[src/rtl/gb_dma_pkg.sv]
// OAM DMA controller types.
//   dma_state_t : transfer sequencer states
//     IDLE  - no transfer
//     DELAY - start-up wait for the first M-cycle tick
//     READ  - source read request outstanding
//     WRITE - one-clk OAM write of the captured byte
//     WAIT  - pacing wait for the next M-cycle tick
package gb_dma_pkg;

    typedef enum logic [2:0] {
        IDLE  = 3'd0,
        DELAY = 3'd1,
        READ  = 3'd2,
        WRITE = 3'd3,
        WAIT  = 3'd4
    } dma_state_t;

endpackage

[src/rtl/gb_mmu_addresses_pkg.sv]
// Game Boy memory-map constants shared by bus-side blocks.
//   DMA_REG_ADDR_DEFAULT : OAM DMA trigger/readback register (FF46)
//   OAM_start / OAM_len  : object attribute memory window (FE00, 160 bytes)
//   dma_src_page()       : source page for a DMA trigger value, with the
//                          E000-FFFF echo area folded back onto C000-DFFF
package gb_mmu_addresses_pkg;

    localparam logic [15:0] DMA_REG_ADDR_DEFAULT = 16'hFF46;
    localparam logic [15:0] OAM_start            = 16'hFE00;
    localparam int unsigned OAM_len              = 160;

    // Pages E0..FF mirror work RAM at C0..DF, so the DMA reads the mirror.
    function automatic logic [7:0] dma_src_page(input logic [7:0] wr_val);
        logic [7:0] page;
        if (wr_val >= 8'hE0) begin
            page = wr_val - 8'h20;
        end else begin
            page = wr_val;
        end
        return page;
    endfunction

endpackage

[src/rtl/gb_oam_dma.sv]
// OAM DMA engine: copies BYTES bytes from page (reg_wdata << 8) into OAM,
// one byte per M-cycle, when the CPU writes DMA_REG_ADDR.
// Ports:
//   clk, reset            - clock, synchronous active-high reset
//   mcycle_tick           - one-clk strobe per M-cycle (paces the copy)
//   reg_wr_en/addr/wdata  - CPU register write port
//   reg_rdata             - last value written to DMA_REG_ADDR
//   dma_active            - transfer in progress
//   rd_req/addr/data/ack  - source read handshake (req held until ack)
//   oam_wr_en/addr/wdata  - one-clk OAM write strobe with index and data
// All outputs are registered.
module gb_oam_dma
    import gb_mmu_addresses_pkg::*;
    import gb_dma_pkg::*;
#(
    parameter int unsigned BYTES        = OAM_len,
    parameter logic [15:0] DMA_REG_ADDR = DMA_REG_ADDR_DEFAULT
) (
    input  logic        clk,
    input  logic        reset,
    input  logic        mcycle_tick,
    input  logic        reg_wr_en,
    input  logic [15:0] reg_addr,
    input  logic [7:0]  reg_wdata,
    output logic [7:0]  reg_rdata,
    output logic        dma_active,
    output logic        rd_req,
    output logic [15:0] rd_addr,
    input  logic [7:0]  rd_data,
    input  logic        rd_ack,
    output logic        oam_wr_en,
    output logic [7:0]  oam_addr,
    output logic [7:0]  oam_wdata
);

    localparam logic [7:0] LAST_IDX = 8'(BYTES - 1);

    dma_state_t  state_q, state_d;
    logic [7:0]  index_q, index_d;
    logic [7:0]  base_hi_q, base_hi_d;
    logic [7:0]  data_q, data_d;
    logic        pend_q, pend_d;
    logic [7:0]  pend_base_q, pend_base_d;

    logic [7:0]  reg_rdata_q, reg_rdata_d;
    logic        dma_active_q, dma_active_d;
    logic        rd_req_q, rd_req_d;
    logic [15:0] rd_addr_q, rd_addr_d;
    logic        oam_wr_en_q, oam_wr_en_d;
    logic [7:0]  oam_addr_q, oam_addr_d;
    logic [7:0]  oam_wdata_q, oam_wdata_d;

    logic        trigger;
    logic [7:0]  new_base_hi;

    always_comb begin
        trigger     = reg_wr_en && (reg_addr == DMA_REG_ADDR);
        new_base_hi = dma_src_page(reg_wdata);

        state_d     = state_q;
        index_d     = index_q;
        base_hi_d   = base_hi_q;
        data_d      = data_q;
        pend_d      = pend_q;
        pend_base_d = pend_base_q;
        reg_rdata_d = trigger ? reg_wdata : reg_rdata_q;

        unique case (state_q)
            IDLE: begin
            end
            DELAY: begin
                if (mcycle_tick) begin
                    state_d = READ;
                end
            end
            READ: begin
                if (rd_ack) begin
                    if (trigger || pend_q) begin
                        // The bus cycle is finished but its byte belongs to the
                        // abandoned transfer: drop it and restart on the newest base.
                        state_d   = DELAY;
                        index_d   = '0;
                        base_hi_d = trigger ? new_base_hi : pend_base_q;
                        pend_d    = 1'b0;
                    end else begin
                        data_d  = rd_data;
                        state_d = WRITE;
                    end
                end else if (trigger) begin
                    // Cannot withdraw a pending read; remember the retrigger
                    // and keep rd_req/rd_addr stable until the ack.
                    pend_d      = 1'b1;
                    pend_base_d = new_base_hi;
                end
            end
            WRITE: begin
                if (index_q == LAST_IDX) begin
                    state_d = IDLE;
                end else begin
                    index_d = index_q + 8'd1;
                    state_d = WAIT;
                end
            end
            WAIT: begin
                if (mcycle_tick) begin
                    state_d = READ;
                end
            end
            default: begin
                state_d = IDLE;
            end
        endcase

        // Retrigger outside READ restarts immediately.
        if (trigger && (state_q != READ)) begin
            state_d   = DELAY;
            index_d   = '0;
            base_hi_d = new_base_hi;
            pend_d    = 1'b0;
        end

        // Outputs are registered copies of what the next state presents.
        dma_active_d = (state_d != IDLE);
        rd_req_d     = (state_d == READ);
        rd_addr_d    = rd_req_d ? ({base_hi_d, 8'h00} + {8'h00, index_d}) : '0;
        oam_wr_en_d  = (state_d == WRITE);
        oam_addr_d   = oam_wr_en_d ? index_d : '0;
        oam_wdata_d  = oam_wr_en_d ? data_d : '0;
    end

    always_ff @(posedge clk) begin
        if (reset) begin
            state_q      <= IDLE;
            index_q      <= '0;
            base_hi_q    <= '0;
            data_q       <= '0;
            pend_q       <= 1'b0;
            pend_base_q  <= '0;
            reg_rdata_q  <= '1;
            dma_active_q <= 1'b0;
            rd_req_q     <= 1'b0;
            rd_addr_q    <= '0;
            oam_wr_en_q  <= 1'b0;
            oam_addr_q   <= '0;
            oam_wdata_q  <= '0;
        end else begin
            state_q      <= state_d;
            index_q      <= index_d;
            base_hi_q    <= base_hi_d;
            data_q       <= data_d;
            pend_q       <= pend_d;
            pend_base_q  <= pend_base_d;
            reg_rdata_q  <= reg_rdata_d;
            dma_active_q <= dma_active_d;
            rd_req_q     <= rd_req_d;
            rd_addr_q    <= rd_addr_d;
            oam_wr_en_q  <= oam_wr_en_d;
            oam_addr_q   <= oam_addr_d;
            oam_wdata_q  <= oam_wdata_d;
        end
    end

    assign reg_rdata  = reg_rdata_q;
    assign dma_active = dma_active_q;
    assign rd_req     = rd_req_q;
    assign rd_addr    = rd_addr_q;
    assign oam_wr_en  = oam_wr_en_q;
    assign oam_addr   = oam_addr_q;
    assign oam_wdata  = oam_wdata_q;

endmodule

[config.mk]
export PLATFORM = sky130hd
export DESIGN_NAME = gb_oam_dma
export DESIGN_NICKNAME = d
export VERILOG_FILES = /design/src/rtl/gb_dma_pkg.sv /design/src/rtl/gb_mmu_addresses_pkg.sv /design/src/rtl/gb_oam_dma.sv
export SDC_FILE = /design/constraint.sdc
export NUM_CORES = 1
export LEC_CHECK = 0
export CORE_ASPECT_RATIO = 1.4
export CORE_MARGIN = 1.5
export CORE_UTILIZATION = 53
export CTS_BUF_LIST = sky130_fd_sc_hd__clkbuf_2 sky130_fd_sc_hd__clkbuf_4 sky130_fd_sc_hd__clkbuf_8
export DETAILED_ROUTE_END_ITERATION = 6
export PLACE_DENSITY_LB_ADDON = 0.08
export SLEW_MARGIN = 20
export SYNTH_ARGS = -nofsm -noshare
export SYNTH_HDL_FRONTEND = slang
export SYNTH_SLANG_ARGS = --single-unit
[constraint.sdc]
create_clock -name clk -period 3.9 [get_ports clk]
set_input_delay 0.78 -clock clk [delete_from_list [all_inputs] [get_ports clk]]
set_output_delay 0.78 -clock clk [all_outputs]
set_load 0.02 [all_outputs]
Word-level counts from Yosys, hierarchy flattened
Cells that the tools add are included.
Word-level totals
  flip-flop bits (word level): 79
  word-level logic and storage cells: 65
Operators by class
  add/sub/neg operators: 3
  order comparisons: 1
  eq/ne operators: 10
  multiplexer cells: 23
  bitwise gates (word level): 3
  reductions and logical operators: 12
Operators with widths (count)
  8-bit two-way mux: 13
  16-bit by 8-bit adder with 16-bit output: 1
  16-bit == test (second input constant): 1
  8-bit one-hot mux with 2 select lines: 1
  3-bit by 2-bit == test with 1-bit output (second input constant): 4
  3-bit two-way mux: 4
  3-bit one-hot mux with 4 select lines: 1
  8-bit by 1-bit adder with 8-bit output (second input constant): 1
  8-bit == test (second input constant): 1
  8-bit greater-or-equal comparator (second input constant): 1
  2-bit OR reduction: 4
  8-bit by 6-bit subtractor with 8-bit output (second input constant): 1
  3-bit by 1-bit == test with 1-bit output (second input constant): 1
  3-bit == test (second input constant): 1
  3-bit logical NOT: 1
  1-bit two-way mux: 3
  3-bit by 2-bit != test with 1-bit output (second input constant): 1
  1-bit NOT: 3
  3-bit AND reduction: 1
  3-bit nonzero test: 1
  1-bit logical AND: 2
  2-bit two-way mux: 1
  2-bit by 1-bit != test with 1-bit output (second input constant): 1
  2-bit AND reduction: 1
  2 further kinds: 2

Longest topological paths before layout
Gate-level depths: netlist of the first run.
  word-level depth: 10
  gate-level depth with buffers: 7

Worst setup path after synthesis of the first run
OpenSTA, ideal clock, no wires.
  kind: input -> register
  start: input port reg_addr[0]
  end: register base_hi_q[0]
  library setup time: 0.128 ns
  data arrival time: 2.143 ns
  data required time: 3.772 ns
  setup slack: 1.629 ns
  stages: 6
  buffers on the path: 1
  cells stage by stage: nand3b_4 > or3_1 > buf_6 > o31a_4 > a221oi_2 > nor2_1
Between the ends
  word-level cells in the longest chain between the ends: 7
  elaborated cells on any way between the ends: 9
Ends and longest elaborated chain
  from (decl): line gb_oam_dma.sv:23  | input logic [15:0] reg_addr,
  16-bit == test (*): line gb_oam_dma.sv:57  | trigger = reg_wr_en && (reg_addr == DMA_REG_ADDR);
  1-bit logical AND (*): line gb_oam_dma.sv:57
  8-bit two-way mux / 1-bit logical OR (equally long branches)
  8-bit two-way mux: line gb_oam_dma.sv:78  | if (trigger || pend_q) begin
  8-bit two-way mux: line gb_oam_dma.sv:77  | if (rd_ack) begin
  8-bit two-way mux: line gb_oam_dma.sv:68  | unique case (state_q)
  8-bit two-way mux (*): line gb_oam_dma.sv:115  | if (trigger && (state_q != READ)) begin
  to (signal assigned): line gb_oam_dma.sv:149  | base_hi_q <= base_hi_d;
  to (decl): line gb_oam_dma.sv:40  | logic [7:0] base_hi_q, base_hi_d;
Every way passes the cells marked *; elsewhere a longest branch is shown, timed or not.
A chain may end at the register's enable or synchronous reset.

Worst setup path after layout of the first run
  start: input port reg_addr[3]
  end: register oam_wdata_q[1] (netlist: oam_wdata[1])
Between the ends
  word-level cells in the longest chain between the ends: 10
  elaborated cells on any way between the ends: 14
Ends and longest elaborated chain
  16-bit == test (*): line gb_oam_dma.sv:57
  1-bit logical AND (*): line gb_oam_dma.sv:57
  1-bit logical OR: line gb_oam_dma.sv:78
  2-bit two-way mux: line gb_oam_dma.sv:78
  3-bit two-way mux: line gb_oam_dma.sv:77
  3-bit one-hot mux with 4 select lines: line gb_oam_dma.sv:68
  3-bit two-way mux: line gb_oam_dma.sv:115
  3-bit by 2-bit == test with 1-bit output: line gb_oam_dma.sv:126  | oam_wr_en_d = (state_d == WRITE);
  1-bit NOT (no source line)
  2-bit OR reduction (no source line)
  to (signal assigned): line gb_oam_dma.sv:159  | oam_wdata_q <= oam_wdata_d;
  to (decl): line gb_oam_dma.sv:51  | logic [7:0] oam_wdata_q, oam_wdata_d;
Marked as above.

==> results of run 1 <==
[cells in the mapped netlist (2+ instances only)]
cell type  count
o211ai_1       2
dfxtp_1       71
buf_2          4
or3_1          3
nand4_1        2
o21ai_0        3
a31oi_1        2
nor3b_1        5
a211oi_1       4
nand3_1       26
nand2_1       39
and3_1         2
o221ai_1       3
nand2b_1       2
a221oi_2       5
or2_2          2
inv_1          8
nor2_1        40
o21a_1         2
and2_1        10
ha_1           2
buf_6          4
clkbuf_1       8
a21oi_1       29
and3b_1        2
nor4_1         2
nand3b_1       2
nor3_1         6
nor4bb_1       2
xor2_1         2
or2_0          2
[logic make-up after synthesis]
kind of cell,Yosys count
buffers and inverters,25
AOI/OAI and AO/OA,56
adders and majority gates,2
DFF,71
and+or+nand+nor,156
xor gates and xnor gates,2
[critical path, cell delays in order]
cell             delay [ps]
clkdlybuf4s50_1         410
nor4b_2                 340
and3b_1                 210
buf_4                   180
nand2_1                 240
nand3_1                 390
inv_1                   160
and2_1                  190
[how the worst max path moves through the flow]
stage | to | slack, ps | cells after the start
6_report | oam_wdata[1] | 1240 | 8
5_1_grt | oam_wdata[2] | 1060 | 8
4_1_cts | oam_wdata[2] | 1210 | 8
3_5_place_dp | oam_wdata[1] | 860 | 8
3_3_place_gp | oam_wdata[1] | 920 | 8
2_1_floorplan | base_hi_q[0] | 1630 | 6
[metal layers]
layer | GRT usage, % | up-vias | wire [um]
met5 | 0 | - | 0
met4 | 11.03 | 0 | 111
met3 | 3.652 | 11 | 276
met2 | 44.14 | 85 | 3657
met1 | 26.19 | 1182 | 2608
li1 | - | 1232 | -
[cell type report]
type	instances	area, um^2	share of cell area [%]
inverter	8	30.03	0.7820
timing repair buffer	83	820.8	21.38
clock inverter	4	53.80	1.401
sequential	71	1421	37.02
tap	66	82.58	2.151
multi-input combinational	216	1280	33.33
clock buffer	11	151.4	3.943
[registers in the layout, indices dropped and copies added (netlist names)]
register and count:
rd_req 1, oam_addr 8, base_hi_q 8, state_q 3
rd_addr 16, pend_base_q 8, oam_wr_en 1, pend_q 1
dma_active 1, index_q 8, oam_wdata 8, reg_rdata 8
[per-stage QoR]
stage | instances | total power, mW
6_report | 459 | 1.380
5_1_grt | 459 | 1.415
4_1_cts | 459 | 1.384
3_5_place_dp | 444 | 0.8046
3_3_place_gp | 444 | 0.8031
2_1_floorplan | 312 | 0.7605
[power by group]
group / leakage, nW / internal [mW] / switching (mW) / total (mW)
Clock: 0.0980 / 0.329 / 0.263 / 0.592
Sequential: 0.572 / 0.725 / 0.0000290 / 0.725
Combinational: 0.766 / 0.0395 / 0.0242 / 0.0637
==> run_results.csv, run 1 <==
group,metric,value,unit
outcome,status,"complete, no violations",
placement,globalplace.congestion,0.8893,
min_path,hold_class,"register to register",
finish,layout_commonest_cell,"clkdlybuf4s50_1",
grt,grt_pass1_vias,2349,
worst_setup_path,startpoint_type,"input pin",
route,dr.pass1.iters,4,
clock_tree,cts_buffers,9,
sta,period_share,68.13,%
clock_tree,cts_hold_buf,0,
grt,grt_overflow,0,
finish,n_antenna_cell,0,
route,drc,0,
power,ir_drop,0.0002524,V
yosys,syn_nets,351,
yosys,synth-simple-area-share,29.23,%
placement,port_buffers,79,
worst_setup_path,arrival,2890,ps
grt,grt_pass1_wl,10.54,mm
clock_tree,root_buffer,"clkbuf_8",
flow_run,drv_cap,0,
clock_tree,cts_resized,0,
min_path,hold_start,"pend_base_q[5]",
yosys,muxShareOfSynthArea,0,%
worst_setup_path,cp.required,4140,ps
yosys,synth_edf_count,0,
route,ant_nets,0,
worst_setup_path,rr_startpoint,"state_q[1]",
finish,area_growth,35.50,%
min_path,hold_depth,2,
sta,rsz0062_at_grt,"false",
worst_setup_path,reg2reg_slack,1820,ps
yosys,synth_area,2834,um^2
yosys,synth_compound_area_share,14.44,%
route,drtIter0Drc,132,
worst_setup_path,crit_path_end_kind,"register",
floorplan,start_util,54.94,%
yosys,synth_top_area_cell,"dfxtp_1",
sta,fin_tns_setup,0,ps
floorplan,die_x,64.80,um
clock_tree,h-tree-depth,3,
worst_setup_path,crit_start,"reg_addr[3]",
floorplan,io_pins,80,
finish,fin_util,74.44,%
route,vias,2510,
sta,fin_hold_ws,455.0,ps
worst_setup_path,r2r-end,"rd_addr[14]",
sta,setup_ws,1243,ps
clock_tree,worstSkewPairLatency,340,ps
sta,max-slew-margin-rel,62.64,%
sta,setup_viol,0,
sta,finalHoldViolCount,0,
yosys,yosysWarningCount,0,
clock_tree,tritoncts,"done",
grt,grt_max_degree,26,
yosys,synth.avg_cell_area,9.083,um^2
floorplan,rows,31,
finish,fin_area,3840,um^2
grt,antenna_found_initial,0,
power,p_leak,1.436,nW
floorplan,chipHeight,89.52,um
finish,n_fill_cell,409,
placement,post_dp_cell_area,3635,um^2
sta,layout_min_cycle_time,2657,ps
yosys,synthXorXnorAreaFrac,0.6181,%
grt,track_usage,23.65,%
yosys,synth_top_family_by_area,"simple AND/OR/NAND/NOR gates",
sta,slew_viol_final,0,
finish,drive_gt1_share,9.160,%
worst_setup_path,crit_path_max_fanout,13,
sta,fmax,0.3764,GHz
route,wl,6.652,mm
clock_tree,post_cts_buffers,0,
floorplan,dieArea,5801,um^2
yosys,ys_seq_area_share,50.15,%
route,route.detailed.wl_per_inst,14.49,um
worst_setup_path,critical_path_class,"input pin to register",
clock_tree,cts.sinks,71,
yosys,yosys_most_used_dff,"dfxtp_1",
placement,dpl.hpwl,4.834,mm
yosys,synth_seq_cells,71,
yosys,synthAdderAreaFrac,0.8830,%
clock_tree,cts.clk_slew.worst_paths,70,ps
sta,finClkSkew,8.919,ps
finish,num-nets-final,428,
yosys,ys_top_cells_by_area,"dfxtp_1, nor2_1, nand2_1, a21oi_1, nand3_1",
yosys,synth_top_cell_area_share,50.15,%
clock_tree,clk_path_buf_depth,2,
floorplan,design.core.area,5159,um^2
min_path,worstHoldEndpoint,"pend_base_q[5]",
power,power.density,359.3,nW/um^2
yosys,synth_cell_type_count,47,
sta,worstMarginPinSlew,559.2,ps
worst_setup_path,rr_worst_depth,5,
route,vias_per_cell,5.468,
placement,dp_slack,856.2,ps
yosys,async_flop_share,0,%
yosys,synthCells,312,
finish,mostFrequentLayoutCells,"clkdlybuf4s50_1, dfxtp_1, nor2_1",
No activity file was read; power rests on OpenSTA's default activity.
==> inputs of run 2 (changes only) <==
Settings changed: CORE_UTILIZATION 53 to 44.
Clock period 3.9 ns to 2.2 ns, I/O delays scaled along.
==> run 2 against run 1 <==
Against the previous run: final area rose by 4.1%; sequential cell count unchanged; core utilization decreased by 10 points.
==> run_results.csv, run 2 (synthesized netlist as in run 1, its figures left out) <==
group,metric,value,unit
power,clockPowerShare,41.3,%
grt,antenna_found_initial,0,
clock_tree,post_cts_buffers,0,
worst_setup_path,crit_path_max_fanout,4,
finish,area_growth,41.06,%
clock_tree,clk_path_buf_depth,2,
power,ir_drop,0.0003681,V
floorplan,die_x,70.83,um
sta,finalHoldViolCount,0,
floorplan,io_pins,80,
floorplan,rows,34,
floorplan,design.core.area,6211,um^2
outcome,status,"complete, no violations",
route,drc,0,
clock_tree,h-tree-depth,3,
route,ant_nets,0,
floorplan,chipHeight,97.96,um
grt,track_usage,19.82,%
placement,port_buffers,79,
worst_setup_path,slowest_delay,500,ps
floorplan,dieArea,6938,um^2
worst_setup_path,cp.required,2490,ps
placement,placed_cells,472,
power,p_leak,1.534,nW
finish,finalNonFillerCells,488,
grt,grt_overflow,0,
sta,finClkSkew,10.74,ps
sta,period_share,92.40,%
clock_tree,cts.sinks,71,
power,intPower,1.788,mW
route,route.detailed.wl_per_inst,13.17,um
min_path,hold_class,"register to register",
power,p_switching,0.5976,mW
sta,setup_viol,0,
grt,grt_max_degree,20,
finish,largest_reg_flops,16,
finish,multi_input_area,1285,um^2
finish,layout_commonest_cell,"clkdlybuf4s50_1",
route,vias_per_cell,5.172,
sta,worstMarginPinSlew,463.2,ps
route,wl,6.428,mm
placement,dpl.hpwl,4.849,mm
sta,rsz0062_at_grt,"false",
sta,fmax,0.4919,GHz
finish,drive_gt1_share,14.42,%
worst_setup_path,crit_path_end_kind,"register",
clock_tree,root_buffer,"clkbuf_8",
power,fin_total_pwr,2.385,mW
route,vias,2524,
power,power.density,596.7,nW/um^2
clock_tree,cts_resized,0,
clock_tree,cts_hold_buf,0,
finish,n_fill_cell,539,
power,p_sw_share,25.05,%
clock_tree,cts.clk_slew.worst_paths,90,ps
worst_setup_path,crit_path_top_delay_cell,"clkdlybuf4s50_1",
placement,post_dp_cell_area,3807,um^2
power,seq_power_share,53.8,%
grt,grt_pass1_wl,11.00,mm
finish,mostFrequentLayoutCells,"clkdlybuf4s50_1, dfxtp_1, nor2_1",
worst_setup_path,critical_path_class,"input pin to register",
finish,num-nets-final,450,
worst_setup_path,crit_chain,"clkdlybuf4s50_1 > nand3b_4 > or3_1 > buf_4 > o31ai_2 > o221ai_1 > nor2_1",
route,drtIter0Drc,100,
flow_run,drv_cap,0,
sta,max-slew-margin-rel,68.83,%
clock_tree,worstSkewPairLatency,360,ps
power,combPwrFrac,4.9,%
route,dr.pass1.iters,4,
clock_tree,cts_buffers,9,
sta,slew_viol_final,0,
finish,seqCellArea,1421,um^2
grt,grt_pass1_vias,2439,
finish,fin_area,3998,um^2
worst_setup_path,arrival,2330,ps
placement,globalplace.congestion,0.8355,
worst_setup_path,startpoint_type,"input pin",
clock_tree,tritoncts,"done",
sta,layout_min_cycle_time,2033,ps
finish,n_antenna_cell,0,
floorplan,start_util,45.63,%
==> run 2: changes by cell type in the layout (fill, tap and decap cells not counted) <==
cell,change
buf_4,+22
clkbuf_8,-2
inv_6,+2
bufinv_16,-1
clkinv_4,+1
inv_8,+1
nand3_1,-1
nand3_2,+1
==> run 2: power by group through the flow <==
stage	sequential [mW]	combinational, mW	clock (mW)
floorplan	1.31	0.0340	0
global placement	1.31	0.116	0
detailed placement	1.31	0.117	0
CTS	1.28	0.117	1.00
global route	1.28	0.126	1.06
finish	1.28	0.116	0.985
==> run 2: critical path, delay by kind of cell <==
kind | cells | cell delay [ps]
and+or+nand+nor | 3 | 640
buffers and inverters | 2 | 690
AOI/OAI and AO/OA | 2 | 550
==> run 2: metrics by stage <==
stage               TNS (ps)  hold slack, ps  util (%)  worst slack [ps]
detailed placement     -7003           445.3     61.30            -213.9
floorplan                  0           427.2         -             269.4
finish                     0           455.0     64.36             167.2
global route               0           468.7     64.36             15.18
CTS                        0           457.1     64.28             160.9
global placement       -5746           439.2     61.30            -179.5
==> run 2: per-layer routing <==
| metal | track usage (%) | share of wire [%] |
|---|---|---|
| met5 | 0 | 0 |
| met4 | 10.16 | 2.1 |
| met3 | 3.509 | 4.1 |
| met2 | 33.64 | 51 |
| met1 | 23.67 | 43 |
==> run 2: path summary, 6_finish.rpt <==
kind	startpoint	endpoint	slack [ps]	cells past startpoint
max	reg_addr[14]	rd_addr[13]	170	7
min	pend_base_q[2]	pend_base_q[2]	450	2
max reg2reg	state_q[0]	oam_addr[7]	400	5
min reg2reg	pend_base_q[2]	pend_base_q[2]	450	2
==> run 2: layout make-up <==
class	instances	area share, %
timing repair buffer	105	24.66
clock buffer	9	3.099
clock inverter	7	1.534
multi-input combinational	216	32.14
inverter	8	0.7512
sequential	71	35.56
tap	72	2.254
==> inputs of run 3 (changes only) <==
Settings changed: MAX_ROUTING_LAYER from default to met4, SLEW_MARGIN 20 to default.
==> run 3 against run 2 <==
Against the previous run: cell count unchanged; critical path depth unchanged; routed wire length about the same; clock power about the same; sequential power about the same; clock-buffer cell count unchanged; clock skew about the same; sequential share of layout area unchanged; core utilization unchanged; register-to-register slack about the same; combinational power about the same; die area unchanged; largest power group unchanged.
==> run_results.csv, run 3 (synthesized netlist as in run 1, its figures left out) <==
group,metric,value,unit
outcome,status,"complete, no violations",
clock_tree,h-tree-depth,3,
sta,finalHoldViolCount,0,
floorplan,rows,34,
worst_setup_path,arrival,2330,ps
sta,worstMarginPinSlew,462.8,ps
grt,grt_pass1_wl,10.98,mm
route,drc,0,
power,ir_drop,0.0003681,V
worst_setup_path,crit_path_end_kind,"register",
floorplan,io_pins,80,
worst_setup_path,critical_path_class,"input pin to register",
clock_tree,cts.clk_slew.worst_paths,90,ps
finish,n_fill_cell,539,
finish,fin_area,3998,um^2
floorplan,die_x,70.83,um
route,dr.pass1.iters,4,
route,route.detailed.wl_per_inst,13.18,um
floorplan,chipHeight,97.96,um
worst_setup_path,crit_path_top_delay_cell,"clkdlybuf4s50_1",
flow_run,drv_cap,0,
grt,antenna_found_initial,0,
sta,fmax,0.4918,GHz
grt,track_usage,20.38,%
sta,rsz0062_at_grt,"false",
placement,post_dp_cell_area,3807,um^2
placement,dp_slack,-213.9,ps
finish,num-nets-final,450,
finish,drive_gt1_share,14.42,%
route,vias,2515,
worst_setup_path,crit_path_max_fanout,4,
finish,largest_reg_flops,16,
grt,grt_overflow,0,
placement,dpl.hpwl,4.849,mm
sta,period_share,92.43,%
clock_tree,tritoncts,"done",
finish,mostFrequentLayoutCells,"clkdlybuf4s50_1, dfxtp_1, nor2_1",
finish,finalNonFillerCells,488,
min_path,hold_class,"register to register",
clock_tree,cts.sinks,71,
worst_setup_path,slowest_delay,500,ps
clock_tree,cts_hold_buf,0,
power,power.density,596.6,nW/um^2
route,drtIter0Drc,100,
worst_setup_path,startpoint_type,"input pin",
sta,max-slew-margin-rel,68.86,%
placement,globalplace.congestion,0.8484,
grt,grt_max_degree,20,
placement,port_buffers,79,
route,ant_nets,0,
finish,n_antenna_cell,0,
clock_tree,cts_buffers,9,
floorplan,dieArea,6938,um^2
floorplan,design.core.area,6211,um^2
route,wl,6.433,mm
worst_setup_path,cp.required,2490,ps
finish,fin_util,64.36,%
sta,layout_min_cycle_time,2033,ps
sta,finClkSkew,10.74,ps
power,p_leak,1.534,nW
clock_tree,worstSkewPairLatency,360,ps
sta,fin_tns_setup,0,ps
finish,layout_commonest_cell,"clkdlybuf4s50_1",
sta,setup_ws,166.6,ps
placement,placed_cells,472,
sta,setup_viol,0,
clock_tree,clk_path_buf_depth,2,
finish,area_growth,41.06,%
grt,grt_pass1_vias,2448,
worst_setup_path,crit_chain,"clkdlybuf4s50_1 > nand3b_4 > or3_1 > buf_4 > o31ai_2 > o221ai_1 > nor2_1",
sta,fin_hold_ws,455.2,ps
clock_tree,root_buffer,"clkbuf_8",
sta,slew_viol_final,0,
power,fin_total_pwr,2.385,mW
floorplan,start_util,45.63,%
route,vias_per_cell,5.154,
## run 3: cell counts in the layout (fill, tap and decap cells not counted)
Identical to the previous run, type by type.
## run 3: final cells by class
| cell class | instances | area [um^2] | area share, % |
|---|---|---|---|
| flip-flops and latches | 71 | 1421 | 35.56 |
| multi-input cells | 216 | 1285 | 32.14 |
| repair buffers | 105 | 985.9 | 24.66 |
| clock buffers | 9 | 123.9 | 3.099 |
| well taps | 72 | 90.09 | 2.254 |
| clock inverters | 7 | 61.31 | 1.534 |
| inverters | 8 | 30.03 | 0.7512 |
## run 3: what timing repair did
item | in CTS | in global routing
endpoints found under the setup margin | 0 | 5
setup buffers | 0 | 0
resized for setup | 0 | 1
## run 3: final timing paths
kind	startpoint	to	slack (ps)	depth (start not counted)
setup / recovery	reg_addr[14]	rd_addr[13]	170	7
hold reg to reg	pend_base_q[2]	pend_base_q[2]	460	2
setup reg to reg	state_q[0]	oam_addr[7]	400	5
hold / removal	pend_base_q[2]	pend_base_q[2]	460	2
## run 3: report_power, final
group	total, mW	leakage [nW]	switching, mW	internal, mW
logic	0.116	0.874	0.0425	0.0740
clock network	0.985	0.0888	0.555	0.430
registers	1.28	0.572	0.0000506	1.28
total	2.38	1.53	0.597	1.79
## run 3: critical path, delay by kind of cell
kind                   cells  cell delay (ps)
AND/OR/NAND/NOR            3              640
buffers and inverters      2              690
AO/OA/AOI/OAI              2              560
## run 3: layer usage
metal / global-route usage, % / wire length [um] / up-vias
met3: 3.509 / 277 / 12
li1: - / - / 1278
met4: 10.16 / 136 / 0
met2: 33.72 / 3277 / 67
met5: - / 0 / -
met1: 23.54 / 2742 / 1158
